==> config.mk <==
export PLATFORM = sky130hd
export DESIGN_NAME = veselov_hns_pipe_flat
export DESIGN_NICKNAME = d
export VERILOG_FILES = /design/src/rtl/veselov_hns_pipe_if.sv /design/src/rtl/veselov_hns_pipe.sv /design/src/flat_wrapper.sv
export SDC_FILE = /design/constraint.sdc
export NUM_CORES = 1
export LEC_CHECK = 0
export BUFFER_PORTS_ARGS = -buffer_cell sky130_fd_sc_hd__buf_2
export CAP_MARGIN = 15
export CORE_ASPECT_RATIO = 1.2
export CORE_UTILIZATION = 50
export DETAILED_ROUTE_END_ITERATION = 10
export PLACE_DENSITY = 0.79
export SYNTH_ARGS = -nofsm -noshare
export SYNTH_HDL_FRONTEND = slang
export SYNTH_SLANG_ARGS = --single-unit
==> constraint.sdc <==
create_clock -name clk -period 5.95 [get_ports clk]
set_input_delay 0.2975 -clock clk [delete_from_list [all_inputs] [get_ports clk]]
set_output_delay 0.2975 -clock clk [all_outputs]
set_load 0.01 [all_outputs]
==> src/rtl/veselov_hns_pipe_if.sv <==
// Handshake bundle for the HNS pipe: digest in on one side, normalised metrics out on the other.
interface veselov_hns_pipe_if #(
   parameter int HASH_W = 256,
   parameter int CH     = 4
);
   logic [HASH_W-1:0] hash_in;
   logic              in_valid;
   logic              in_ready;
   logic [CH*32-1:0]  norm_out;
   logic [31:0]       energy;
   logic [31:0]       coherence;
   logic              out_valid;
   logic              out_ready;

   modport master (output hash_in, in_valid, out_ready,
                   input  in_ready, norm_out, energy, coherence, out_valid);
   modport slave  (input  hash_in, in_valid, out_ready,
                   output in_ready, norm_out, energy, coherence, out_valid);
endinterface

==> src/rtl/veselov_hns_pipe.sv <==
// Slices a digest into CH channels, reduces each mod MOD and normalises to FRAC-bit
// fixed point with one shared serial restoring divider, then emits energy/coherence.
module veselov_hns_pipe #(
   parameter int HASH_W = 256,
   parameter int CH     = 4,
   parameter int CH_W   = 32,
   parameter int FRAC   = 16,
   parameter int MOD    = 1000000
) (
   input  logic              clk,
   input  logic              reset_n,
   veselov_hns_pipe_if.slave bus,
   input  logic              clear_phase,
   output logic [15:0]       frame_cnt,
   output logic              busy,
   output logic [2:0]        state
);
   localparam int CW = $clog2((CH_W > FRAC) ? CH_W : FRAC) + 1;
   localparam int KW = (CH > 1) ? $clog2(CH) : 1;
   localparam logic [CH_W:0] MODV = (CH_W+1)'(MOD);
   localparam logic [31:0]   ONE  = 32'd1 << FRAC;

   typedef enum logic [2:0] {
      S_IDLE = 3'd0, S_MOD = 3'd1, S_DIV = 3'd2, S_ACC = 3'd3, S_DONE = 3'd4
   } st_t;

   st_t                       st, st_nx;
   logic [CH*CH_W-1:0]        dig;
   logic [CH_W-1:0]           sh;
   logic [CH_W:0]             rem, trial, rem_nx;
   logic                      ge;
   logic [FRAC-1:0]           quo, quo_nx;
   logic [CW-1:0]             cnt;
   logic [KW-1:0]             k;
   logic [CH-1:0][FRAC-1:0]   nw;
   logic [FRAC-1:0]           prev;
   logic [CH*32-1:0]          norm_q;
   logic [31:0]               energy_q, coh_q, en_c, coh_c, d, d2, sat;
   logic                      out_valid_q;
   logic                      last_mod, last_div, hs;
   logic                      unused_hi;

   assign unused_hi     = ^(bus.hash_in >> (CH*CH_W));
   assign bus.in_ready  = (st == S_IDLE);
   assign bus.norm_out  = norm_q;
   assign bus.energy    = energy_q;
   assign bus.coherence = coh_q;
   assign bus.out_valid = out_valid_q;
   assign busy          = (st != S_IDLE);
   assign state         = st;

   assign last_mod = (cnt == CW'(CH_W-1));
   assign last_div = (cnt == CW'(FRAC-1));
   assign hs       = out_valid_q && bus.out_ready;

   // One restoring step: MOD feeds dividend bits MSB-first, DIV feeds zeros (r*2^FRAC).
   assign trial  = {rem[CH_W-1:0], (st == S_MOD) ? sh[CH_W-1] : 1'b0};
   assign ge     = (trial >= MODV);
   assign rem_nx = ge ? (trial - MODV) : trial;
   assign quo_nx = FRAC'({quo, ge});

   always_comb begin
      en_c = '0;
      for (int i = 0; i < CH; i++) en_c = en_c + (32'(nw[i]) >> i);
      d     = 32'((nw[CH-1] >= prev) ? (nw[CH-1] - prev) : (prev - nw[CH-1]));
      d2    = d << 1;
      sat   = (d2 > ONE) ? ONE : d2;
      coh_c = ONE - sat;
   end

   always_comb begin
      st_nx = st;
      case (st)
         S_IDLE: if (bus.in_valid) st_nx = S_MOD;
         S_MOD:  if (last_mod) st_nx = S_DIV;
         S_DIV:  if (last_div) st_nx = (k == KW'(CH-1)) ? S_ACC : S_MOD;
         S_ACC:  st_nx = S_DONE;
         S_DONE: if (hs) st_nx = S_IDLE;
         default: st_nx = S_IDLE;
      endcase
   end

   always_ff @(posedge clk or negedge reset_n) begin
      if (!reset_n) begin
         st          <= S_IDLE;
         dig         <= '0;
         sh          <= '0;
         rem         <= '0;
         quo         <= '0;
         cnt         <= '0;
         k           <= '0;
         nw          <= '0;
         prev        <= '0;
         norm_q      <= '0;
         energy_q    <= '0;
         coh_q       <= '0;
         out_valid_q <= 1'b0;
         frame_cnt   <= '0;
      end else begin
         st <= st_nx;
         // A clear beats the ACC update; coh_c above still sees the old prev.
         if (clear_phase)      prev <= '0;
         else if (st == S_ACC) prev <= nw[CH-1];
         case (st)
            S_IDLE: if (bus.in_valid) begin
               dig <= bus.hash_in[CH*CH_W-1:0];
               sh  <= bus.hash_in[CH_W-1:0];
               rem <= '0;
               cnt <= '0;
               k   <= '0;
            end
            S_MOD: begin
               sh  <= sh << 1;
               rem <= rem_nx;
               cnt <= last_mod ? '0 : cnt + 1'b1;
            end
            S_DIV: begin
               rem <= rem_nx;
               quo <= quo_nx;
               cnt <= last_div ? '0 : cnt + 1'b1;
               if (last_div) begin
                  nw[k] <= quo_nx;
                  k     <= k + 1'b1;
                  sh    <= CH_W'(dig >> (CH_W * (int'(k) + 1)));
                  rem   <= '0;
               end
            end
            S_ACC: begin
               for (int i = 0; i < CH; i++) norm_q[i*32 +: 32] <= 32'(nw[i]);
               energy_q <= en_c;
               coh_q    <= coh_c;
            end
            S_DONE: begin
               if (hs) begin
                  out_valid_q <= 1'b0;
                  frame_cnt   <= frame_cnt + 16'd1;
               end else begin
                  out_valid_q <= 1'b1;
               end
            end
            default: ;
         endcase
      end
   end
endmodule
==> src/flat_wrapper.sv <==
// flat-port wrapper written by rule: the top's interface ports become plain ports
module veselov_hns_pipe_flat 
#(
   parameter int HASH_W = 256,
   parameter int CH     = 4,
   parameter int CH_W   = 32,
   parameter int FRAC   = 16,
   parameter int MOD    = 1000000
)
  (clk, reset_n, clear_phase, frame_cnt, busy, state, bus_hash_in, bus_in_valid, bus_out_ready, bus_in_ready, bus_norm_out, bus_energy, bus_coherence, bus_out_valid);
  veselov_hns_pipe_if #(.HASH_W(HASH_W), .CH(CH)) bus_i ();
  input  logic clk;
  input  logic reset_n;
  input  logic clear_phase;
  output logic [15:0] frame_cnt;
  output logic busy;
  output logic [2:0] state;
  input wire logic [$bits(bus_i.hash_in)-1:0] bus_hash_in;
  input wire logic [$bits(bus_i.in_valid)-1:0] bus_in_valid;
  input wire logic [$bits(bus_i.out_ready)-1:0] bus_out_ready;
  output wire logic [$bits(bus_i.in_ready)-1:0] bus_in_ready;
  output wire logic [$bits(bus_i.norm_out)-1:0] bus_norm_out;
  output wire logic [$bits(bus_i.energy)-1:0] bus_energy;
  output wire logic [$bits(bus_i.coherence)-1:0] bus_coherence;
  output wire logic [$bits(bus_i.out_valid)-1:0] bus_out_valid;
  assign bus_i.hash_in = bus_hash_in;
  assign bus_i.in_valid = bus_in_valid;
  assign bus_i.out_ready = bus_out_ready;
  assign bus_in_ready = bus_i.in_ready;
  assign bus_norm_out = bus_i.norm_out;
  assign bus_energy = bus_i.energy;
  assign bus_coherence = bus_i.coherence;
  assign bus_out_valid = bus_i.out_valid;
  veselov_hns_pipe #(.HASH_W(HASH_W), .CH(CH), .CH_W(CH_W), .FRAC(FRAC), .MOD(MOD)) u_core (.clk(clk), .reset_n(reset_n), .bus(bus_i), .clear_phase(clear_phase), .frame_cnt(frame_cnt), .busy(busy), .state(state));
endmodule
After elaboration in Yosys (flattened, before gate mapping) --
Cells that the tools add are included. Widths: inputs -> output; s select.
Word-level totals: register bits 443, output and inout bits 214
Cells by class: order comparisons 5, muxes and demuxes 29, add/subtract/negate cells 11, shift-type cells 1, reduce and logical (&&, ||, !) cells 14, equality and inequality tests 11
Operator list (count):
- $mux 32 | 6
- $pmux 32 s3 | 2
- $shr 128x32->32 | 1
- $bwmux 64 | 1
- $mux 16 | 3
- $sub 16x16->17 | 2
- $ge 33x20->1 const B | 1
- $add 32x13->32 | 1
- $add 32x14->32 | 1
- $demux 16 s2 | 1
- $gt 32x17->1 const B | 1
- $sub 17x32->32 const A | 1
- $sub 32x20->32 const B | 1
- $mux 31 | 1
- $mux 6 | 3
- $pmux 6 s3 | 1
- $add 16x15->17 | 1
- $add 16x1->16 const B | 1
- $ge 16x16->1 | 1
- $pmux 3 s5 | 1
- $mux 3 | 4
- $reduce_and 2->1 | 4
- $add 6x1->6 const B | 1
- $eq 3x2->1 const B | 2
- other kinds (20) | 29

Longest topological paths before layout --
Gate-level depths: netlist of run 1.
word-level depth 6, gate-level depth with buffers 20, depth with buffers taken out 20

Worst setup path after synthesis of run 1 --
Ideal clock, no wire load.
path kind flip-flop to flip-flop, start reg u_core.nw[0] (netlist bit), end reg u_core.energy_q[16] (netlist: u_core.bus.energy[16]), path buffers 0, setup time 0.134 ns, arrival 4.096 ns, path slack 1.719 ns, period minus slack after synthesis 4.231 ns, cell stages (with the launch flop) 21, path through dfrtp_1 ha_1 fa_1 a21o_1 a21oi_1 o21ai_0 a21oi_1 o21ai_0 a21o_1 a21oi_1 xor2_1 fa_1 inv_1 ha_1 nor3_1 nor2_1 o41a_1 and4_1 o31ai_1 xor2_1 o21ai_0
Between the ends: longest elaborated chain between the ends 3
Ends and longest elaborated chain:
- start: declaration | line veselov_hns_pipe.sv:35 | logic [CH-1:0][FRAC-1:0] nw;
- start signal: indexed assignment | line veselov_hns_pipe.sv:122 | nw[k] <= quo_nx;
- $add 16x15->17 | line veselov_hns_pipe.sv:64 | for (int i = 0; i < CH; i++) en_c = en_c + (32'(nw[i]) >> i);
- $add 32x14->32 | line veselov_hns_pipe.sv:64
- $add 32x13->32 | line veselov_hns_pipe.sv:64
- end signal: assignment | line veselov_hns_pipe.sv:130 | energy_q <= en_c;
- end: declaration | line veselov_hns_pipe.sv:38 | logic [31:0] energy_q, coh_q, en_c, coh_c, d, d2, sat;
No other way between the ends. A chain may end at the register's enable or synchronous reset.

Final worst setup path of run 1 --
start reg u_core.prev[8], end reg u_core.coh_q[9] (netlist: u_core.bus.coherence[9])
Between the ends: longest elaborated chain between the ends 5
Ends and longest elaborated chain:
- start: declaration | line veselov_hns_pipe.sv:36 | logic [FRAC-1:0] prev;
- start signal: assignment | line veselov_hns_pipe.sv:103 | else if (st == S_ACC) prev <= nw[CH-1];
- $sub 16x16->17 or $ge 16x16->1 (tied branches) | line veselov_hns_pipe.sv:65 | d = 32'((nw[CH-1] >= prev) ? (nw[CH-1] - prev) : (prev - nw[CH-1]));
- $mux 31 * | line veselov_hns_pipe.sv:65
- $gt 32x17->1 | line veselov_hns_pipe.sv:67 | sat = (d2 > ONE) ? ONE : d2;
- $mux 32 * | line veselov_hns_pipe.sv:67
- $sub 17x32->32 * | line veselov_hns_pipe.sv:68 | coh_c = ONE - sat;
- end signal: assignment | line veselov_hns_pipe.sv:131 | coh_q <= coh_c;
- end: declaration | line veselov_hns_pipe.sv:38
Every way passes the cells marked *; elsewhere a longest branch is shown, timed or not.

==> report_table.html, run 1 <==
<table>
<tr><th>Metric</th><th>Value</th></tr>
<tr><th colspan="2">Routing</th></tr>
<tr><td>Overall routed net length</td><td>57.7 mm</td></tr>
<tr><td>Detailed Routing Iterations Pass 1</td><td>5</td></tr>
<tr><td>Iter 0 DRT Violations</td><td>1213</td></tr>
<tr><td>Vias per cell</td><td>5.46</td></tr>
<tr><td>Number of remaining DRC errors</td><td>0</td></tr>
<tr><td>Vias</td><td>17800</td></tr>
<tr><td>DR WL/cell</td><td>17.7 um</td></tr>
<tr><td>Number of routed nets with antenna violations</td><td>0</td></tr>
<tr><th colspan="2">Global route</th></tr>
<tr><td>Vias in the first global route</td><td>17900</td></tr>
<tr><td>First-pass GRT wire length</td><td>93.2 mm</td></tr>
<tr><td>Largest net degree at the start of global routing</td><td>163</td></tr>
<tr><td>Number of antenna violations at the first check in global routing</td><td>0</td></tr>
<tr><td>Global route overflow</td><td>0</td></tr>
<tr><td>Overall global routing resource usage</td><td>0.271</td></tr>
<tr><th colspan="2">Floorplanning</th></tr>
<tr><td>Number of primary I/O pins</td><td>475</td></tr>
<tr><td>Vertical die dimension</td><td>227 um</td></tr>
<tr><td>Total Die Area</td><td>43000 um2</td></tr>
<tr><td>Starting Density</td><td>0.506</td></tr>
<tr><td>Floorplan die width</td><td>189 um</td></tr>
<tr><td>Core Rows</td><td>82</td></tr>
<tr><td>Placeable Area</td><td>41700 um2</td></tr>
<tr><th colspan="2">Setup path</th></tr>
<tr><td>CP Buf/Inv Count</td><td>3</td></tr>
<tr><td>Worst reg2reg path startpoint</td><td>u_core.prev[8]$_DFFE_PN0P_</td></tr>
<tr><td>Critical path's top delay family</td><td>compound AO/OA/AOI/OAI gates</td></tr>
<tr><td>List of cells traversed by the critical path</td><td>inv_1, ha_1, nand2_1, o21ai_0, o21ai_2, o311ai_2, buf_4, a21oi_1, a221oi_1, nor2_1, a31o_2, nand2b_1, ha_1, inv_1, a2111oi_0, nor3_1</td></tr>
<tr><td>Maximum cell stage delay along the critical path</td><td>0.64 ns</td></tr>
<tr><td>Crit path max fanout</td><td>14</td></tr>
<tr><td>Slowest cell on crit path</td><td>ha_1</td></tr>
<tr><td>Type of element capturing the critical path</td><td>flip-flop</td></tr>
<tr><td>Worst Setup Path Type</td><td>reg2reg</td></tr>
<tr><td>Data arrival at the endpoint of the critical path</td><td>5.36 ns</td></tr>
<tr><td>Critical path launch point type</td><td>flip-flop</td></tr>
<tr><td>Required time of the critical path</td><td>6.37 ns</td></tr>
<tr><td>Worst setup startpoint</td><td>u_core.prev[8]$_DFFE_PN0P_</td></tr>
<tr><th colspan="2">Clocking</th></tr>
<tr><td># clock sinks</td><td>396</td></tr>
<tr><td>Clock latency on the worst-skew pair</td><td>0.57 ns</td></tr>
<tr><td>Clock transition at the registers of the reported paths</td><td>0.06 ns</td></tr>
<tr><td>H-tree level count</td><td>2</td></tr>
<tr><td>Clock root buffer master</td><td>clkbuf_16</td></tr>
<tr><td>TritonCTS clock tree</td><td>yes</td></tr>
<tr><td>Clock buffers created by TritonCTS</td><td>41</td></tr>
<tr><td>Deepest clock path buffer count</td><td>3</td></tr>
<tr><td>Resized cells post-CTS</td><td>0</td></tr>
<tr><th colspan="2">Synthesis</th></tr>
<tr><td>Top post-synthesis cells by area</td><td>dfrtp_1 (47%), nand2_1 (13%), ha_1 (4.2%)</td></tr>
<tr><td>Multiplexer share of the synthesized area</td><td>0.0367</td></tr>
<tr><td>Ys flop type</td><td>dfrtp_1</td></tr>
<tr><td>Number of synthesized register bits</td><td>396</td></tr>
<tr><td>Share of the yosys chip area belonging to registers</td><td>0.470</td></tr>
<tr><td>Synth async-reset ratio</td><td>1.00</td></tr>
<tr><td>Synth warn</td><td>0</td></tr>
<tr><td>Biggest area consumer among synthesized cells</td><td>dfrtp_1</td></tr>
<tr><td>Share of synthesized cell area in full adder, half adder and majority cells</td><td>0.0583</td></tr>
<tr><td>Number of flops mapped to enable cells by yosys</td><td>0</td></tr>
<tr><td>Cells after synthesis</td><td>2379</td></tr>
<tr><td>Largest family of logic cells by synthesized area</td><td>simple AND/OR/NAND/NOR gates</td></tr>
<tr><td>Number of unique standard cell types used by synthesis</td><td>77</td></tr>
<tr><td>Top cells by instance count after synthesis</td><td>nand2_1 (707), dfrtp_1 (396), o21ai_0 (154)</td></tr>
<tr><td>Most numerous cell in the Yosys netlist</td><td>nand2_1</td></tr>
<tr><td>Compound-gate portion of the synthesized area</td><td>0.131</td></tr>
<tr><td>Syn Std Cell Area</td><td>21100 um2</td></tr>
<tr><td>Synth Area in XOR/XNOR</td><td>0.0382</td></tr>
<tr><td>Mean Syn Cell Area</td><td>8.86 um2</td></tr>
<tr><td>Synth top area share</td><td>0.470</td></tr>
<tr><td>Simple-gate share of the synthesized area</td><td>0.196</td></tr>
<tr><th colspan="2">STA</th></tr>
<tr><td>Achievable Freq</td><td>202 MHz</td></tr>
<tr><td>Number of failing setup endpoints in the final timing report</td><td>0</td></tr>
<tr><td>Relative slew margins</td><td>0.199</td></tr>
<tr><td>Setup repair after global routing missed its margin</td><td>no</td></tr>
<tr><td>Post-route fraction of the period consumed by the critical path</td><td>0.831</td></tr>
<tr><td>Setup clock skew after layout</td><td>0.0239 ns</td></tr>
<tr><td>Sum of negative setup slack</td><td>0 ns</td></tr>
<tr><td>Fin. Hold Viols</td><td>0</td></tr>
<tr><td>Measured slew at the worst slew-check pin</td><td>1.20 ns</td></tr>
<tr><td>Final slew viol count</td><td>0</td></tr>
<tr><td>Final critical path time including I/O delays and setup</td><td>4.94 ns</td></tr>
<tr><th colspan="2">Finish</th></tr>
<tr><td>ANT cells</td><td>0</td></tr>
<tr><td>Net count, final</td><td>3039</td></tr>
<tr><td>Post-synthesis to final-layout area growth</td><td>17.7%</td></tr>
<tr><td>Share of cells above drive strength 1</td><td>0.153</td></tr>
<tr><td>Final core utilization</td><td>0.596</td></tr>
<tr><th colspan="2">Power and ir drop</th></tr>
<tr><td>Largest voltage drop on the vdd net</td><td>0.394 mV</td></tr>
<tr><td>Pwr per Cell Area</td><td>307 nW/um2</td></tr>
<tr><td>Leakage power</td><td>12.4 nW</td></tr>
<tr><th colspan="2">Hold path</th></tr>
<tr><td>Source of the worst hold timing path</td><td>bus_hash_in[14]</td></tr>
<tr><td>Worst hold path class</td><td>in2reg</td></tr>
<tr><th colspan="2">Placed design</th></tr>
<tr><td>Number of buffers inserted by port buffering</td><td>267</td></tr>
<tr><td>Hpwl dp</td><td>37.8 mm</td></tr>
<tr><td>GP Congestion</td><td>0.913</td></tr>
<tr><th colspan="2">Flow run</th></tr>
<tr><td>Max-capacitance violation count</td><td>0</td></tr>
<tr><th colspan="2">Outcome</th></tr>
<tr><td>Result of the run</td><td>finished, final reports clean</td></tr>
</table>
[power by group]
part	internal, mW	switching [mW]
registers	3.19	0.352
clock network	1.46	1.07
logic	0.582	0.957
total	5.23	2.37
[registers in the layout, indices dropped and copies added (netlist names)]
name                  cells
u_core.bus.norm_out      64
u_core.quo               15
u_core.k                  2
u_core.bus.coherence     31
u_core.cnt                6
u_core.dig               96
u_core.state              3
u_core.sh                32
u_core.prev              16
u_core.bus.out_valid      1
u_core.nw                64
u_core.rem               32
u_core.frame_cnt         16
u_core.bus.energy        18
[metal layers]
layer / vias to the layer above / track usage / wire [um] / share of wire
met2: 686 / 0.476 / 28800 / 0.50
met4: 0 / 0.112 / 2210 / 0.038
met3: 159 / 0.0575 / 4040 / 0.070
li1: 8393 / - / - / -
met5: - / 0 / 0 / 0
met1: 8568 / 0.323 / 22600 / 0.39
[cells in the final DEF, fill, tap and decap left out, types with 7 or more instances in the layout]
cell type	netlist	final
a221oi_1	36	36
mux2_2	35	35
dlygate4sd3_1	0	96
buf_4	85	22
nor2_1	136	133
nor4_1	9	9
o211ai_1	7	7
nand2_1	707	706
clkbuf_1	95	12
o21ai_0	154	153
nand3_1	32	32
dfrtp_1	396	395
nand2b_1	17	17
ha_1	71	71
xnor2_1	54	54
o31ai_1	17	17
xor2_1	38	38
fa_1	17	17
buf_2	6	266
o21a_1	9	9
mux2i_1	38	38
and2_1	17	16
o21ai_1	10	10
nor3_1	14	13
nand4_1	7	7
a21o_1	22	22
a21oi_1	106	106
nor2b_1	7	7
conb_1	1	79
a31oi_1	9	9
a211oi_1	12	12
a22o_1	8	8
or2_2	7	7
inv_1	97	97
and3_1	11	11
clkbuf_16	0	42
[layout make-up]
| cell class | count | area, um2 |
|---|---|---|
| Clock inverter | 11 | 129 |
| Clock buffer | 60 | 1180 |
| Multi-Input combinational cell | 1767 | 10000 |
| Inverter | 97 | 364 |
| Sequential cell | 396 | 9910 |
| Timing Repair Buffer | 387 | 2510 |
| Fill cell | 3420 | 16800 |
| Tap cell | 546 | 683 |
[through the flow]
step	setup slack, ns	power (mW)	hold slack (ns)	instance area (um2)	std cells
final	1.01	7.61	0.0432	24800	3264
after global routing	0.621	7.99	0.0224	24800	3264
after CTS	1.02	7.56	0.0147	24800	3264
after detailed placement	1.03	4.96	0.457	22600	3097
after global placement	1.16	4.87	0.450	22600	3097
after floorplan	1.72	4.53	0.00191	21400	2457
[final timing paths]
kind,end,slack (ns),depth (start not counted)
max,u_core.bus.coherence[9]$_DFFE_PN0P_,1.01,16
min,u_core.sh[14]$_DFFE_PN0P_,0.04,3
max reg2reg,u_core.bus.coherence[9]$_DFFE_PN0P_,1.01,16
min reg2reg,u_core.bus.norm_out[64]$_DFFE_PN0P_,0.47,2
max in group asynchronous,u_core.sh[29]$_DFFE_PN0P_,4.02,3
min in group asynchronous,u_core.bus.coherence[14]$_DFFE_PN0P_,0.45,2
[kinds of logic after synthesis]
| family | count (synthesis) |
|---|---|
| other | 1 |
| muxes | 73 |
| buffers and inverters | 294 |
| and+or+nand+nor | 998 |
| AOI/OAI and AO/OA | 437 |
| xor gates and xnor gates | 92 |
| adders and majority gates | 88 |
| DFF | 396 |
[worst min-delay path: cells and delay by family]
| kind | cells | cell delay [ns] |
|---|---|---|
| buffers and inverters | 1 | 0.08 |
| AO/OA/AOI/OAI | 2 | 0.19 |
[timing repair]
item | in CTS | in global routing
hold buffers | 96 | 0
setup buffers | 0 | 0
hold endpoints to repair | 214 | 0
Note: power is estimated with default switching activity, not from simulation.
==> inputs of run 2 (changes only) <==
Settings changed: PLACE_DENSITY 0.79 to 0.82.
Clock period 5.95 ns to 4 ns, I/O delays scaled along.
==> report_table.html, run 2 (synthesized netlist as in run 1, its figures left out) <==
<table>
<tr><th>Metric</th><th>Value</th></tr>
<tr><th colspan="2">Outcome</th></tr>
<tr><td>Result of the run</td><td>finished, violations left</td></tr>
<tr><td>Violations in the final reports</td><td>setup timing</td></tr>
<tr><th colspan="2">Finish</th></tr>
<tr><td>Most common cell after layout, fill and taps aside</td><td>nand2_1</td></tr>
<tr><td>Share of cells above drive strength 1</td><td>0.229 (+0.0753)</td></tr>
<tr><td>Final core utilization</td><td>0.646 (+0.0499)</td></tr>
<tr><td>Post-Layout Cell Count</td><td>3459 (+6.0%)</td></tr>
<tr><td>Net count, final</td><td>3233 (+6.4%)</td></tr>
<tr><td>Most frequent cells in the layout</td><td>nand2_1 (703), dfrtp_1 (395), buf_2 (266)</td></tr>
<tr><td>Number of inserted filler cells in the final layout</td><td>3168 (-7.4%)</td></tr>
<tr><td>Largest Register</td><td>u_core.dig</td></tr>
<tr><td>Number of flip-flops in the largest register</td><td>96 (unchanged)</td></tr>
<tr><td>Post-synthesis to final-layout area growth</td><td>27.6%</td></tr>
<tr><th colspan="2">Global route</th></tr>
<tr><td>Vias in the first global route</td><td>20000 (+12%)</td></tr>
<tr><td>Met2 GRT Util</td><td>0.525 (+0.0486)</td></tr>
<tr><td>Met3 global-route usage</td><td>0.0657 (+0.00817)</td></tr>
<tr><td>Most Used Layer, Global Route</td><td>met2</td></tr>
<tr><td>Largest net degree at the start of global routing</td><td>161 (-1.2%)</td></tr>
<tr><td>Met1 global-route usage</td><td>0.340 (+0.0169)</td></tr>
<tr><td>Number of antenna violations at the first check in global routing</td><td>1 (+1)</td></tr>
<tr><td>First-pass GRT wire length</td><td>102 mm (+10%)</td></tr>
<tr><td>Overall global routing resource usage</td><td>0.302 (+0.0302)</td></tr>
<tr><td>Global route overflow</td><td>0 (unchanged)</td></tr>
<tr><th colspan="2">Power and ir drop</th></tr>
<tr><td>Sequential cell fraction of total power</td><td>0.457 (-0.009)</td></tr>
<tr><td>Proportion of power drawn by combinational gates</td><td>0.215 (+0.013)</td></tr>
<tr><td>Largest voltage drop on the vdd net</td><td>0.440 mV (+12%)</td></tr>
<tr><td>Pwr per Cell Area</td><td>434 nW/um2 (+42%)</td></tr>
<tr><td>Switching power as a share of total power</td><td>0.326 (+0.0141)</td></tr>
<tr><td>Power Internal</td><td>7.87 mW (+50%)</td></tr>
<tr><td>Clock network fraction of total power</td><td>0.329 (-0.003)</td></tr>
<tr><td>Pwr Total</td><td>11.7 mW (+53%)</td></tr>
<tr><td>Leakage power</td><td>13.5 nW (+8.4%)</td></tr>
<tr><td>NetSw</td><td>3.81 mW (+60%)</td></tr>
<tr><th colspan="2">Routing</th></tr>
<tr><td>Vias</td><td>19300 (+8.6%)</td></tr>
<tr><td>Number of remaining DRC errors</td><td>0 (unchanged)</td></tr>
<tr><td>Iter 0 DRT Violations</td><td>1265 (+4.3%)</td></tr>
<tr><td>Overall routed net length</td><td>65.3 mm (+13%)</td></tr>
<tr><td>Number of routed nets with antenna violations</td><td>0 (unchanged)</td></tr>
<tr><td>Vias per cell</td><td>5.59 (+2.5%)</td></tr>
<tr><td>Detailed Routing Iterations Pass 1</td><td>6 (+1)</td></tr>
<tr><td>DR WL/cell</td><td>18.9 um (+6.8%)</td></tr>
<tr><th colspan="2">Placed design</th></tr>
<tr><td>Number of buffers inserted by port buffering</td><td>267 (unchanged)</td></tr>
<tr><td>Hpwl dp</td><td>41.2 mm (+9.1%)</td></tr>
<tr><td>GP Congestion</td><td>0.943 (+3.4%)</td></tr>
<tr><td>Cell total after placement</td><td>3250 (+4.9%)</td></tr>
<tr><th colspan="2">STA</th></tr>
<tr><td>Measured slew at the worst slew-check pin</td><td>0.988 ns (-0.214 ns)</td></tr>
<tr><td>Smallest hold slack</td><td>0.0162 ns (-0.0270 ns)</td></tr>
<tr><td>Fin. Hold Viols</td><td>0 (unchanged)</td></tr>
<tr><td>Minimum setup slack in the final design</td><td>-0.211 ns (-1.22 ns)</td></tr>
<tr><td>Final slew viol count</td><td>0 (unchanged)</td></tr>
<tr><td>Achievable Freq</td><td>237 MHz (+17%)</td></tr>
<tr><td>Post-route fraction of the period consumed by the critical path</td><td>1.05 (+0.222)</td></tr>
<tr><td>Setup repair after global routing missed its margin</td><td>yes</td></tr>
<tr><td>Final critical path time including I/O delays and setup</td><td>4.21 ns (-0.730 ns)</td></tr>
<tr><td>Relative slew margins</td><td>0.341 (+0.143)</td></tr>
<tr><td>Setup clock skew after layout</td><td>0.0233 ns (-0.000634 ns)</td></tr>
<tr><td>Number of failing setup endpoints in the final timing report</td><td>6 (+6)</td></tr>
<tr><th colspan="2">Clocking</th></tr>
<tr><td>TritonCTS clock tree</td><td>yes</td></tr>
<tr><td>Clock root buffer master</td><td>clkbuf_16</td></tr>
<tr><td># clock sinks</td><td>396 (unchanged)</td></tr>
<tr><td>Clock latency on the worst-skew pair</td><td>0.58 ns (about the same)</td></tr>
<tr><td>Clock transition at the registers of the reported paths</td><td>0.06 ns (about the same)</td></tr>
<tr><td>Deepest clock path buffer count</td><td>3 (unchanged)</td></tr>
<tr><td>Clock buffers created by TritonCTS</td><td>40 (-2.4%)</td></tr>
<tr><td>H-tree level count</td><td>2 (unchanged)</td></tr>
<tr><th colspan="2">Setup path</th></tr>
<tr><td>Worst Setup Path Type</td><td>reg2reg</td></tr>
<tr><td>Endpoint of the worst register-to-register path</td><td>u_core.bus.energy[14]$_DFFE_PN0P_</td></tr>
<tr><td>Data arrival at the endpoint of the critical path</td><td>4.63 ns (-0.73 ns)</td></tr>
<tr><td>Required time of the critical path</td><td>4.42 ns (-1.95 ns)</td></tr>
<tr><td>Critical path launch point type</td><td>flip-flop</td></tr>
<tr><td>Crit path max fanout</td><td>4 (-10)</td></tr>
<tr><td>Worst reg2reg path startpoint</td><td>u_core.nw[1]$_DFFE_PN0P_</td></tr>
<tr><td>Type of element capturing the critical path</td><td>flip-flop</td></tr>
<tr><td>Register-to-register setup slack</td><td>-0.21 ns (-1.22 ns)</td></tr>
<tr><td>Worst Reg-to-Reg Cells</td><td>18 (+2)</td></tr>
<tr><th colspan="2">Floorplanning</th></tr>
<tr><td>Vertical die dimension</td><td>227 um (unchanged)</td></tr>
<tr><td>Total Die Area</td><td>43000 um2 (unchanged)</td></tr>
<tr><td>Core Rows</td><td>82 (unchanged)</td></tr>
<tr><td>Number of primary I/O pins</td><td>475 (unchanged)</td></tr>
<tr><td>Starting Density</td><td>0.506 (unchanged)</td></tr>
<tr><td>Placeable Area</td><td>41700 um2 (unchanged)</td></tr>
<tr><td>Floorplan die width</td><td>189 um (unchanged)</td></tr>
<tr><th colspan="2">Hold path</th></tr>
<tr><td>Worst hold path class</td><td>in2reg</td></tr>
<tr><td>Endpoint, Worst Hold</td><td>u_core.sh[16]$_DFFE_PN0P_</td></tr>
<tr><td>Cells on Worst Hold Path</td><td>3 (unchanged)</td></tr>
<tr><td>Source of the worst hold timing path</td><td>bus_hash_in[16]</td></tr>
<tr><th colspan="2">Flow run</th></tr>
<tr><td>Max-capacitance violation count</td><td>0 (unchanged)</td></tr>
</table>
run 2: changes by cell type in the layout (fill, tap and decap cells not counted), moves of 5 or more:
cell | previous run | this run
clkinv_2 | 4 | 11
dlygate4sd3_1 | 96 | 127
inv_2 | 0 | 5
ha_4 | 0 | 7
buf_4 | 22 | 180
a211oi_2 | 0 | 6
ha_1 | 71 | 62
o21ai_2 | 1 | 10
clkbuf_1 | 12 | 6
a21oi_1 | 106 | 94
inv_1 | 97 | 91
a21oi_2 | 0 | 10
a211oi_1 | 12 | 6
o21ai_0 | 153 | 142
run 2: stage by stage:
stage / instance area, um2 / worst slack, ns / TNS, ns
6_report: 26900 / -0.211 / -0.783
5_1_grt: 26900 / -0.389 / -2.11
4_1_cts: 26600 / -0.140 / -0.329
3_5_place_dp: 23800 / -0.324 / -1.94
3_3_place_gp: 23800 / -0.190 / -0.582
2_1_floorplan: 21400 / 0.00218 / 0
run 2: power groups by stage:
stage / Clock (mW) / Combinational [mW] / Sequential [mW]
6_report: 3.84 / 2.51 / 5.33
2_1_floorplan: 0 / 1.59 / 5.15
4_1_cts: 3.86 / 2.28 / 5.22
3_3_place_gp: 0 / 2.04 / 5.23
3_5_place_dp: 0 / 2.16 / 5.28
5_1_grt: 4.01 / 2.76 / 5.38
run 2: metal layers:
layer | vias up | part of all wire | routed length, um
met5 | - | 0 | 0
met4 | 0 | 0.058 | 3790
met3 | 277 | 0.075 | 4910
met2 | 942 | 0.50 | 32500
met1 | 9359 | 0.37 | 24100
li1 | 8767 | - | -
run 2: worst max-delay path by stage:
| stage | start | end | slack [ns] | depth (start not counted) |
|---|---|---|---|---|
| after floorplan | u_core.nw[0]$_DFFE_PN0P_ | u_core.bus.energy[16]$_DFFE_PN0P_ | 0.002 | 20 |
| after global placement | u_core.nw[0]$_DFFE_PN0P_ | u_core.bus.energy[16]$_DFFE_PN0P_ | -0.19 | 20 |
| after detailed placement | u_core.nw[1]$_DFFE_PN0P_ | u_core.bus.energy[14]$_DFFE_PN0P_ | -0.32 | 18 |
| after CTS | u_core.nw[1]$_DFFE_PN0P_ | u_core.bus.energy[16]$_DFFE_PN0P_ | -0.14 | 18 |
| after global routing | u_core.nw[17]$_DFFE_PN0P_ | u_core.bus.energy[15]$_DFFE_PN0P_ | -0.39 | 20 |
| final | u_core.nw[1]$_DFFE_PN0P_ | u_core.bus.energy[14]$_DFFE_PN0P_ | -0.21 | 18 |
run 2: cell type report:
| type | count | area [um2] | area share |
|---|---|---|---|
| timing repair buffer | 582 | 4100 | 0.152 |
| multi-input combinational | 1767 | 10500 | 0.391 |
| inverter | 97 | 367 | 0.0136 |
| sequential | 396 | 9910 | 0.368 |
| tap | 546 | 683 | 0.0254 |
| clock buffer | 53 | 1140 | 0.0425 |
| clock inverter | 17 | 176 | 0.00656 |
| antenna | 1 | 2.50 | 0.0000930 |
run 2: critical path, stage by stage, from the launching register on:
cell      delay, ns
dfrtp_1        0.39
ha_1           0.30
a21o_1         0.16
a21o_1         0.19
a21oi_2        0.18
o21ai_2        0.10
a211o_1        0.30
xnor2_2        0.15
fa_1           0.51
inv_2          0.05
ha_4           0.25
and2_4         0.18
a31oi_4        0.15
o31ai_2        0.12
o41a_1         0.37
buf_4          0.15
a21o_1         0.18
a211oi_2       0.22
o41ai_2        0.11
run 2: timing repair:
| item | 4_1_cts | 5_1_grt |
|---|---|---|
| pin swaps | 16 | 36 |
| gates resized for setup | 37 | 64 |
| hold buffers | 127 | 0 |
| endpoints found under the setup margin | 13 | 25 |
| setup buffers | 6 | 5 |
| endpoints found under the hold margin | 232 | 0 |
